<file path="src/rtl/pipeline_hazard_controller.sv">
// Hazard sequencer for the five-stage pipeline: load-use stalls, branch flushes,
// data-memory freezes with a timeout watchdog, and saturating event counters.
module pipeline_hazard_controller #(
  parameter int unsigned MAX_WAIT = 16,
  parameter int unsigned CNT_W    = 16
) (
  input  logic             clk,
  input  logic             rst,
  input  logic [4:0]       IFID_Rs,
  input  logic [4:0]       IFID_Rt,
  input  logic             IFID_UsesRt,
  input  logic [4:0]       IDEX_Rt,
  input  logic             IDEX_MemRead,
  input  logic             Branch_Taken,
  input  logic             mem_busy,
  input  logic             cnt_clear,
  output logic             PC_Write,
  output logic             IFID_Write,
  output logic             IFID_Flush,
  output logic             IDEX_Bubble,
  output logic             Pipe_Freeze,
  output logic             mem_timeout,
  output logic [CNT_W-1:0] lu_cnt,
  output logic [CNT_W-1:0] mw_cnt,
  output logic [CNT_W-1:0] fl_cnt
);

  localparam int unsigned WAIT_W = 8;

  typedef enum logic [1:0] {
    RUN      = 2'd0,
    MEM_WAIT = 2'd1,
    TIMEOUT  = 2'd2
  } state_t;

  state_t              r_state;
  state_t              w_next_state;
  logic [WAIT_W-1:0]   r_wait_cnt;
  logic [WAIT_W-1:0]   w_next_wait;
  logic [CNT_W-1:0]    r_lu_cnt;
  logic [CNT_W-1:0]    r_mw_cnt;
  logic [CNT_W-1:0]    r_fl_cnt;
  logic                w_load_use;
  logic                w_lu_evt;
  logic                w_mw_evt;
  logic                w_fl_evt;

  assign w_load_use = IDEX_MemRead && (IDEX_Rt != 5'd0) &&
                      ((IDEX_Rt == IFID_Rs) || (IFID_UsesRt && (IDEX_Rt == IFID_Rt)));

  // Next-state, wait counter and zero-latency pipeline controls
  always_comb begin
    w_next_state = r_state;
    w_next_wait  = r_wait_cnt;
    PC_Write     = 1'b0;
    IFID_Write   = 1'b0;
    IFID_Flush   = 1'b0;
    IDEX_Bubble  = 1'b0;
    Pipe_Freeze  = 1'b0;
    w_lu_evt     = 1'b0;
    w_mw_evt     = 1'b0;
    w_fl_evt     = 1'b0;

    if (r_state == TIMEOUT) begin
      Pipe_Freeze = 1'b1;
    end else begin
      if (mem_busy) begin
        Pipe_Freeze = 1'b1;
        w_mw_evt    = 1'b1;
      end else if (w_load_use) begin
        IDEX_Bubble = 1'b1;
        w_lu_evt    = 1'b1;
      end else if (Branch_Taken) begin
        IFID_Flush  = 1'b1;
        PC_Write    = 1'b1;
        IFID_Write  = 1'b1;
        w_fl_evt    = 1'b1;
      end else begin
        PC_Write    = 1'b1;
        IFID_Write  = 1'b1;
      end

      // An unused encoding falls back through the RUN branch
      if (r_state == MEM_WAIT) begin
        if (!mem_busy) begin
          w_next_state = RUN;
          w_next_wait  = '0;
        end else if (r_wait_cnt == WAIT_W'(MAX_WAIT - 1)) begin
          w_next_state = TIMEOUT;
        end else begin
          w_next_wait  = r_wait_cnt + WAIT_W'(1);
        end
      end else begin
        w_next_state = mem_busy ? MEM_WAIT : RUN;
        w_next_wait  = mem_busy ? WAIT_W'(1) : '0;
      end
    end
  end

  always_ff @(posedge clk) begin
    if (rst) begin
      r_state    <= RUN;
      r_wait_cnt <= '0;
    end else begin
      r_state    <= w_next_state;
      r_wait_cnt <= w_next_wait;
    end
  end

  // Saturating counters; clear wins over a same-cycle increment
  always_ff @(posedge clk) begin
    if (rst || cnt_clear) begin
      r_lu_cnt <= '0;
      r_mw_cnt <= '0;
      r_fl_cnt <= '0;
    end else begin
      if (w_lu_evt && (r_lu_cnt != '1)) r_lu_cnt <= r_lu_cnt + CNT_W'(1);
      if (w_mw_evt && (r_mw_cnt != '1)) r_mw_cnt <= r_mw_cnt + CNT_W'(1);
      if (w_fl_evt && (r_fl_cnt != '1)) r_fl_cnt <= r_fl_cnt + CNT_W'(1);
    end
  end

  assign mem_timeout = (r_state == TIMEOUT);
  assign lu_cnt      = r_lu_cnt;
  assign mw_cnt      = r_mw_cnt;
  assign fl_cnt      = r_fl_cnt;

endmodule

</file>
<file path="config.mk">
export PLATFORM = sky130hd
export DESIGN_NAME = pipeline_hazard_controller
export DESIGN_NICKNAME = d
export VERILOG_FILES = /design/src/rtl/pipeline_hazard_controller.sv
export SDC_FILE = /design/constraint.sdc
export NUM_CORES = 1
export LEC_CHECK = 0
export ABC_AREA = 1
export BUFFER_PORTS_ARGS = -buffer_cell sky130_fd_sc_hd__buf_2
export CAP_MARGIN = 20
export CORE_MARGIN = 3
export CORE_UTILIZATION = 37
export DETAILED_ROUTE_END_ITERATION = 16
export GPL_TIMING_DRIVEN = 0
export SLEW_MARGIN = 40
export SYNTH_ARGS = -nofsm -noshare
export SYNTH_HDL_FRONTEND = slang
export SYNTH_SLANG_ARGS = --single-unit
</file>
<file path="constraint.sdc">
create_clock -name clk -period 2.3 [get_ports clk]
set_input_delay 0.23 -clock clk [delete_from_list [all_inputs] [get_ports clk]]
set_output_delay 0.23 -clock clk [all_outputs]
set_load 0.005 [all_outputs]
</file>
==> flow_summary.json <==
{
  "cts_setup_buffers": 0,
  "start_util": 0.388,
  "drt_iter0_markers": 102,
  "h-tree-depth": 3,
  "setup.worst_path.class": "reg -> out",
  "cts.hold.buffers_added": 0,
  "root_buffer": "clkbuf_8",
  "start_kind": "register",
  "tightestPinTransition_ps": 665,
  "fin_util": 0.466,
  "ctsLongestPathBuffers": 2,
  "ys_warn_count": 0,
  "period_needed_ps": 2040,
  "yosysUniqueCellTypes": 31,
  "die_w_um": 103,
  "numCtsBuffers": 9,
  "drive_gt1_frac": 0.203,
  "totalNegativeSetupSlack_ps": 0,
  "via_per_inst": 4.84,
  "rows": 34,
  "critPathTopFamily": "buffers and inverters",
  "crit-reg2reg-capture": "lu_cnt[9]$_SDFFE_PP0P_",
  "cp-startpoint": "r_state[1]$_SDFFE_PP0P_",
  "hold_class": "in -> reg",
  "crit_path_cell_trace": "inv_1 > nor2_1 > nor2_4 > inv_1 > a21oi_2 > buf_4 > buf_4 > buf_2",
  "gp_congestion": 0.862,
  "grt_pass1_vias": 3174,
  "placed_cells": 698,
  "nNetsFinal": 627,
  "internal_power_uw": 1580,
  "antenna_found_initial": 0,
  "max-vdd-ir-drop_mv": 0.388,
  "drcViolationCount": 0,
  "fin_worst_skew_ps": 9.96,
  "dp_hpwl_um": 6590,
  "cts_tree": "yes",
  "wire_per_inst_um": 12.0,
  "cts_resized": 0,
  "coreArea_sq_um": 8890,
  "yosysSeqAreaShare": 0.336,
  "min_delay_path_depth": 2,
  "die-area_sq_um": 10500,
  "instances_no_fill": 713,
  "antenna_cells": 0,
  "hold_end": "r_wait_cnt[7]$_SDFFE_PP0P_",
  "synth_seq_cells": 58,
  "finalMaxSlewViolations": 0,
  "synth.avg_cell_area_sq_um": 6.69,
  "synth_nets": 542,
  "r2r_start": "lu_cnt[0]$_SDFFE_PP0P_",
  "swShare": 0.237,
  "power_density_nw_per_um2": 501,
  "ant_nets": 0,
  "required_ps": 2070,
  "worst-path-max-fanout": 11,
  "setup_violations": 0,
  "period_share": 0.887,
  "numClockSinks": 58,
  "status": "complete, no violations",
  "p_comb_frac": 0.070,
  "wl_um": 8540,
  "grt_use_total": 0.170,
  "grt_pass1_wl_um": 14600,
  "fmax_mhz": 490,
  "vias": 3452,
  "cp_slowest_cell": "dfxtp_1",
  "cp_num_buf_inv": 5,
  "rrSetupSlack_ps": 390,
  "drv_cap": 0,
  "report.final.hold_viol_count": 0,
  "worstSetupEndpointType": "output pin",
  "die_y_um": 103,
  "grt_max_degree": 12,
  "fin_ws_ps": 259,
  "max_stage_delay_ps": 300,
  "r2r_cells": 11,
  "hp-start": "rst",
  "dp_slack_ps": 395,
  "ios": 76,
  "grt-ovfl-total": 0,
  "cp.arrival_ps": 1810,
  "timing.slew.headroom": 0.557,
  "port_buffers": 74,
  "pwr-share-seq": 0.489,
  "clkPwrFrac": 0.441,
  "clk_latency_ps": 330,
  "rsz0062_at_grt": "false",
  "synth_cells": 516,
  "p_leak_uw": 0.00180,
  "netlist_area_sq_um": 3450,
  "finalPower_uw": 2070,
  "power.switching_uw": 492,
  "area_growth_syn_to_layout_pct": 20.0,
  "cts.reportedPaths.clkPinSlew_ps": 60,
  "first_pass_iters": 4
}
per-stage QoR:
step | hold WS (ps) | cell area (sq um)
5_1_grt | 113 | 4140
3_5_place_dp | 457 | 3960
2_1_floorplan | 299 | 3450
4_1_cts | 104 | 4140
3_3_place_gp | 452 | 3960
6_report | 117 | 4140
state kept, by name, indices dropped and copies added, names as in the netlist:
signal,count
fl_cnt,16
lu_cnt,16
r_wait_cnt,8
r_state,2
mw_cnt,16
Yosys cell counts:
master    instances  area, sq um
nor2_4            3         33.8
o22ai_1           1         6.26
buf_8             1         15.0
buf_2             1         5.00
inv_2             7         26.3
nor2_1           58          218
and3_1            1         6.26
xor2_1           21          184
nor3b_1           1         7.51
nor4_1            2         12.5
dfxtp_1          58         1160
ha_1              4         50.1
nand3_1          25          125
clkbuf_1          7         26.3
inv_1            63          236
buf_4             3         22.5
nand2_1         134          503
nand3b_4          1         20.0
nand2_2           7         43.8
nand4_1          25          156
a21oi_2           9         78.8
nand4_4           2         42.5
nor3_1           12         60.1
a31oi_1           1         6.26
nand3b_1          1         7.51
nand3_2           1         10.0
xnor2_1          12          105
buf_6             1         11.3
a21oi_1          36          180
o21ai_1           2         10.0
o21ai_0          16         80.1
kinds of logic (layout without fill, tap and decap cells):
kind of cell,after synthesis,count (layout),synth area share
AND/OR/NAND/NOR,273,273,0.361
buffers and inverters,83,172,0.0993
AO/OA/AOI/OAI,65,65,0.105
flip-flops,58,58,0.336
XOR/XNOR,33,33,0.0838
adder cells (fa/ha/maj),4,4,0.0145
layout by cell type (no fill, tap or decap), types with 2 or more instances in the layout:
cell and count:
clkinv_2 2, buf_2 75, clkbuf_1 9, a21oi_2 9, inv_1 63, o21ai_1 2, nand2_1 134, nor2_4 3
dfxtp_1 58, nor3_1 12, nor4_1 2, xnor2_1 12, a21oi_1 36, nand4_1 25, nand2_2 7, o21ai_0 16
nand4_4 2, nor2_1 58, xor2_1 21, buf_4 3, ha_1 4, clkbuf_8 10, nand3_1 25, inv_2 7
power by group through the flow:
stage               registers, uW  logic [uW]  clock network, uW
floorplan                    1040        91.3                  0
global placement             1040         144                  0
detailed placement           1040         147                  0
CTS                          1010         148                943
global route                 1010         167                991
finish                       1010         146                915
routing by layer:
metal | vias to the layer above | GRT usage | part of all wire
met2 | 53 | 0.273 | 0.46
met3 | 8 | 0.0379 | 0.039
met4 | 0 | 0.0454 | 0.0096
met5 | - | 0 | 0
li1 | 1820 | - | -
met1 | 1571 | 0.232 | 0.49
worst max-delay path by stage:
stage / to / slack, ps / depth (start not counted)
2_1_floorplan: lu_cnt[15]$_SDFFE_PP0P_ / 620 / 11
3_3_place_gp: lu_cnt[15]$_SDFFE_PP0P_ / 400 / 11
3_5_place_dp: lu_cnt[10]$_SDFFE_PP0P_ / 400 / 11
4_1_cts: PC_Write / 230 / 8
5_1_grt: PC_Write / 130 / 8
6_report: PC_Write / 260 / 8
final cells by class:
class	count	area (sq um)
flip-flops and latches	58	1160
multi-input cells	375	1950
clock inverters	3	40.0
inverters	70	263
plain buffers	13	80.1
clock buffers	12	145
well taps	108	135
repair buffers	74	370
fillers	948	4750
(Power assumes the default switching activity.)
